$ cat config.mk
export PLATFORM = sky130hd
export DESIGN_NAME = mips_harvard_cpu
export DESIGN_NICKNAME = d
export VERILOG_FILES = /design/src/rtl/mips_harvard_cpu.sv
export SDC_FILE = /design/constraint.sdc
export NUM_CORES = 2
export LEC_CHECK = 0
export ABC_CLOCK_PERIOD_IN_PS = 50400
export BUFFER_PORTS_ARGS = -buffer_cell sky130_fd_sc_hd__buf_2
export CORE_UTILIZATION = 30
export CTS_CLUSTER_SIZE = 28
export DETAILED_ROUTE_END_ITERATION = 8
export PLACE_DENSITY = 0.52
export SYNTH_ARGS = -nofsm -noshare
export SYNTH_HDL_FRONTEND = slang
export SYNTH_SLANG_ARGS = --single-unit
$ cat constraint.sdc
create_clock -name clk -period 50.4 [get_ports clk]
set_clock_uncertainty 0.1 [all_clocks]
set_input_delay 5.04 -clock clk [delete_from_list [all_inputs] [get_ports clk]]
set_output_delay 5.04 -clock clk [all_outputs]
set_load 0.02 [all_outputs]
$ cat src/rtl/mips_harvard_cpu.sv
// Single-cycle MIPS I integer core, Harvard buses, one branch delay slot.
// Halts itself when the PC reaches 0 and exposes $v0 for result checking.
module mips_harvard_cpu (
  input  logic        clk,
  input  logic        reset,
  input  logic        clk_enable,
  output logic        active,
  output logic [31:0] register_v0,
  output logic [31:0] instr_address,
  input  logic [31:0] instr_readdata,
  output logic [31:0] data_address,
  output logic        data_write,
  output logic        data_read,
  output logic [31:0] data_writedata,
  input  logic [31:0] data_readdata
);
  localparam logic [31:0] RESET_PC = 32'hBFC0_0000;

  localparam logic [5:0] OP_R = 6'h00, OP_REGIMM = 6'h01, OP_J = 6'h02, OP_JAL = 6'h03,
                         OP_BEQ = 6'h04, OP_BNE = 6'h05, OP_BLEZ = 6'h06, OP_BGTZ = 6'h07,
                         OP_ADDIU = 6'h09, OP_SLTI = 6'h0A, OP_SLTIU = 6'h0B, OP_ANDI = 6'h0C,
                         OP_ORI = 6'h0D, OP_XORI = 6'h0E, OP_LUI = 6'h0F, OP_LW = 6'h23,
                         OP_SW = 6'h2B;

  localparam logic [5:0] F_SLL = 6'h00, F_SRL = 6'h02, F_SRA = 6'h03, F_SLLV = 6'h04,
                         F_SRLV = 6'h06, F_SRAV = 6'h07, F_JR = 6'h08, F_JALR = 6'h09,
                         F_ADDU = 6'h21, F_SUBU = 6'h23, F_AND = 6'h24, F_OR = 6'h25,
                         F_XOR = 6'h26, F_NOR = 6'h27, F_SLT = 6'h2A, F_SLTU = 6'h2B;

  logic [31:0] pc, npc;
  logic [31:0] gpr [32];

  logic [5:0]  op, funct;
  logic [4:0]  rs, rt, rd, shamt;
  logic [15:0] imm;
  logic [31:0] rs_v, rt_v, imm_s, imm_z, pc4, br_tgt, mem_addr;
  logic        wr_en, taken, is_lw, is_sw, run;
  logic [4:0]  wr_addr;
  logic [31:0] wr_data, tgt;

  assign op    = instr_readdata[31:26];
  assign rs    = instr_readdata[25:21];
  assign rt    = instr_readdata[20:16];
  assign rd    = instr_readdata[15:11];
  assign shamt = instr_readdata[10:6];
  assign funct = instr_readdata[5:0];
  assign imm   = instr_readdata[15:0];

  assign rs_v     = gpr[rs];
  assign rt_v     = gpr[rt];
  assign imm_s    = {{16{imm[15]}}, imm};
  assign imm_z    = {16'd0, imm};
  assign pc4      = pc + 32'd4;
  assign br_tgt   = pc4 + {imm_s[29:0], 2'b00};
  assign mem_addr = rs_v + imm_s;

  // Once the PC reaches 0 the core is parked: no writes, no strobes.
  assign run = active && (pc != 32'd0);

  always_comb begin
    wr_en   = 1'b0;
    wr_addr = rt;
    wr_data = 32'd0;
    taken   = 1'b0;
    tgt     = br_tgt;
    is_lw   = 1'b0;
    is_sw   = 1'b0;
    case (op)
      OP_R: begin
        wr_addr = rd;
        wr_en   = 1'b1;
        case (funct)
          F_SLL:  wr_data = rt_v << shamt;
          F_SRL:  wr_data = rt_v >> shamt;
          F_SRA:  wr_data = 32'($signed(rt_v) >>> shamt);
          F_SLLV: wr_data = rt_v << rs_v[4:0];
          F_SRLV: wr_data = rt_v >> rs_v[4:0];
          F_SRAV: wr_data = 32'($signed(rt_v) >>> rs_v[4:0]);
          F_ADDU: wr_data = rs_v + rt_v;
          F_SUBU: wr_data = rs_v - rt_v;
          F_AND:  wr_data = rs_v & rt_v;
          F_OR:   wr_data = rs_v | rt_v;
          F_XOR:  wr_data = rs_v ^ rt_v;
          F_NOR:  wr_data = ~(rs_v | rt_v);
          F_SLT:  wr_data = {31'd0, $signed(rs_v) < $signed(rt_v)};
          F_SLTU: wr_data = {31'd0, rs_v < rt_v};
          F_JR: begin
            wr_en = 1'b0;
            taken = 1'b1;
            tgt   = rs_v;
          end
          F_JALR: begin
            taken   = 1'b1;
            tgt     = rs_v;
            wr_data = pc + 32'd8;
          end
          default: wr_en = 1'b0;
        endcase
      end
      OP_REGIMM: begin
        if (rt == 5'd0)      taken = rs_v[31];
        else if (rt == 5'd1) taken = !rs_v[31];
      end
      OP_J: begin
        taken = 1'b1;
        tgt   = {pc4[31:28], instr_readdata[25:0], 2'b00};
      end
      OP_JAL: begin
        taken   = 1'b1;
        tgt     = {pc4[31:28], instr_readdata[25:0], 2'b00};
        wr_en   = 1'b1;
        wr_addr = 5'd31;
        wr_data = pc + 32'd8;
      end
      OP_BEQ:   taken = (rs_v == rt_v);
      OP_BNE:   taken = (rs_v != rt_v);
      OP_BLEZ:  taken = rs_v[31] || (rs_v == 32'd0);
      OP_BGTZ:  taken = !rs_v[31] && (rs_v != 32'd0);
      OP_ADDIU: begin wr_en = 1'b1; wr_data = rs_v + imm_s; end
      OP_SLTI:  begin wr_en = 1'b1; wr_data = {31'd0, $signed(rs_v) < $signed(imm_s)}; end
      OP_SLTIU: begin wr_en = 1'b1; wr_data = {31'd0, rs_v < imm_s}; end
      OP_ANDI:  begin wr_en = 1'b1; wr_data = rs_v & imm_z; end
      OP_ORI:   begin wr_en = 1'b1; wr_data = rs_v | imm_z; end
      OP_XORI:  begin wr_en = 1'b1; wr_data = rs_v ^ imm_z; end
      OP_LUI:   begin wr_en = 1'b1; wr_data = {imm, 16'd0}; end
      OP_LW: begin
        is_lw   = 1'b1;
        wr_en   = 1'b1;
        wr_data = data_readdata;
      end
      OP_SW:    is_sw = 1'b1;
      default:  ;
    endcase
  end

  assign instr_address  = pc;
  assign register_v0    = gpr[2];
  assign data_address   = mem_addr;
  assign data_writedata = rt_v;
  assign data_read      = !reset && run && is_lw;
  // Gated with clk_enable so a frozen store never commits.
  assign data_write     = !reset && run && is_sw && clk_enable;

  always_ff @(posedge clk or posedge reset) begin
    if (reset) begin
      pc     <= RESET_PC;
      npc    <= RESET_PC + 32'd4;
      active <= 1'b1;
      for (int i = 0; i < 32; i++) gpr[i] <= 32'd0;
    end else if (clk_enable && run) begin
      pc  <= npc;
      npc <= taken ? tgt : npc + 32'd4;
      if (npc == 32'd0) active <= 1'b0;
      if (wr_en && (wr_addr != 5'd0)) gpr[wr_addr] <= wr_data;
    end
  end
endmodule

==> metrics.txt <==
post-detailed-routing wire length=377000 um; routed wl met2=166000 um; CTS Buf Count=118; MaxCap Viol Count=1; Tot GR Track Use=0.293; CTS tree=done; failing checks=max-capacitance violations, max-slew violations; GRT overflow=0; Iter 0 DRT Violations=8569; Cell Rows=183; largest net degree at the start of global routing=132; Setup Crit Path Kind=input port to primary output; Fillers=25384; power per cell area=26.0 nW/um2; Worst path slowest cell=mux2i_1; Setup-failing EPs final=0; CTS resizes=0; hold crit path type=flip-flop to flip-flop; internal power=1.53 mW; outcome=finished with violations; via count=65888; R2R Setup Slk=42.10 ns; postcts setup bufs=0; Unique masters post-synth=95; Sequential Power Share=0.398; min cycle time layout=17.79 ns; area delta synth->final=12.3%; die extent in x=503 um; layout cell share with drive strength beyond 1=0.246; largest cells by area after synthesis=dfrtp_1, mux4_2, mux2_2; first-pass GRT wire length=521000 um; htree depth=3; die area=253000 um2; ys flop type=dfrtp_1; gpl congestion=1.01; Synth Instances=7395; achievable frequency=56.2 MHz; CP endpoint kind=primary output; initial antenna violation count=27; EDFF count, synth=0; maximum clock path buffer count=3; top sig layer=met5; post-synth top area share=0.355; Skew-Pair Late Insertion Delay=0.81 ns; die height=503 um; max-slew violations=2; io pins=198; core box area=249000 um2; Starting Density=0.302; Least-Margin Pin Slew=1.56 ns; WL met3=34300 um; syn avg cell area=10.2 um2; DR DRC count=0; Combinational Power Share=0.164; vias in the first global route=63286; Pleak=36.1 nW; RSZ-0062 raised after global routing=no; register area share after synthesis=0.362; Net Sw Frac=0.302; post-synth top area cell=dfrtp_1; clock slew at reported path FFs=0.06 ns; Post-Route Setup TNS=0 ns; top cells by count, synth=dfrtp_1, nand2_1, o21ai_0, mux4_2, clkbuf_1; vias per cell=6.13; Synth warnings=0; crit share post-route=0.353; crit-path max FO=76; WL met1=148000 um; Mapped Area=75300 um2; Post-Syn Nets=7705; Rel. slew slack=-0.0514; CP Launch Type=input port; # nets final=7608; clock share of power=0.438; most frequent cell after synthesis=dfrtp_1; hold_buf cts=0; VDD IR-drop max=0.0290 mV; DP Wirelength=272000 um; ys async rst share=1.00; total power=2.20 mW; crit path cell chain=buf_8 -> buf_4 -> mux4_2 -> mux4_2 -> mux2i_1 -> inv_1 -> ha_1 -> nor3b_1 -> nor4_1 -> a21oi_1 -> a311oi_1 -> o41ai_1 -> a21oi_1 -> nor2_1 -> nor2_1 -> xor2_1 -> buf_2; Clock Sinks=1089; routed len/inst=35.0 um; IO Port Bufs=197; worst endpoint required time=45.26 ns; DRT Pass-1 Iters=8; data arrival time of the worst path=12.65 ns; Synth Register Bits=1089; Slowest Stage Delay on Critical Path=0.98 ns; Final Hold Fails=0; CTS root buffer=clkbuf_16; Psw=0.663 mW; Final ANT Viol Nets=0
[cell type report]
class	instances	area, um2	share of cell area
Sequential cell	1089	27300	0.322
Tap cell	3330	4170	0.0492
Clock buffer	152	3250	0.0384
Inverter	175	666	0.00787
Multi-Input combinational cell	5417	44800	0.530
Antenna cell	17	42.5	0.000503
Clock inverter	71	1060	0.0125
Timing Repair Buffer	497	3300	0.0390
[layout by cell type (no fill, tap or decap), drive strengths merged, types with 46 or more instances in the layout]
cell type	n
xor2	47
nor4	58
nor3	81
buf	496
a21o	50
mux2i	318
o211ai	46
a22oi	104
inv	173
xnor2	83
nand3	119
o221ai	51
clkbuf	153
mux2	408
clkinv	46
a31oi	72
ha	239
o21ai	674
nand4	51
o31ai	50
mux4	526
a21oi	387
nor2	425
o22ai	120
a211oi	80
dfrtp	1069
nand2	917
[worst paths after layout]
path	start	endpoint	depth (start not counted)
worst max-delay path	instr_readdata[21]	data_address[31]	17
worst max register to register	register_v0[15]$_DFFE_PP0P_	gpr[218]$_DFFE_PP0P_	17
worst min register to register	gpr[1022]$_DFFE_PP0P_	gpr[1022]$_DFFE_PP0P_	0
min in group asynchronous	reset	instr_address[2]$_DFFE_PP0P_	2
worst min-delay path	gpr[1022]$_DFFE_PP0P_	gpr[1022]$_DFFE_PP0P_	0
max in group asynchronous	reset	gpr[452]$_DFFE_PP0P_	7
[through the flow]
stage / instance area, um2 / hold WS [ns] / setup slack, ns / instances / util
6_report: 84600 / 0.295 / 32.61 / 10748 / 0.340
5_1_grt: 84600 / 0.307 / 32.24 / 10733 / 0.339
4_1_cts: 84500 / 0.299 / 32.94 / 10730 / 0.339
3_5_place_dp: 80200 / 0.283 / 32.95 / 10507 / 0.322
3_3_place_gp: 80200 / 0.278 / 33.04 / 10507 / 0.322
2_1_floorplan: 75300 / 0.341 / 14.62 / 7395 / -
[routing by layer]
| layer | vias to the layer above | GRT usage |
|---|---|---|
| met5 | - | 0 |
| met4 | 16 | 0.188 |
| met3 | 882 | 0.0684 |
| met2 | 3676 | 0.447 |
| met1 | 33863 | 0.370 |
| li1 | 27451 | - |
[sequential cells by signal (all words and copies together) (netlist names)]
name,flops
npc,32
gpr,992
register_v0,32
active,1
instr_address,32
[kinds of logic (layout without fill, tap and decap cells)]
kind of cell	Yosys count	after routing	share of synthesized area
simple gates	1854	1854	0.108
fa+ha+maj	243	243	0.0408
flops	1089	1089	0.362
buf+inv	889	895	0.0518
mux	1252	1252	0.261
other cells	0	17	0
compound gates	1938	1938	0.161
xor+xnor	130	130	0.0151
[power groups by stage]
stage	Sequential [mW]	Combinational [mW]	Clock (mW)
after CTS	0.874	0.347	0.978
after floorplan	0.892	0.196	0
after global placement	0.890	0.347	0
after global routing	0.874	0.369	1.01
final	0.874	0.361	0.961
after detailed placement	0.890	0.346	0
[critical path: cells and delay by family]
kind                       cells  cell delay, ns
buffers and inverters          4            2.12
and+or+nand+nor                4            0.85
AOI/OAI and AO/OA              4            1.54
xor gates and xnor gates       1            0.26
muxes                          3            2.08
adders and majority gates      1            0.51
(Power assumes the default switching activity.)
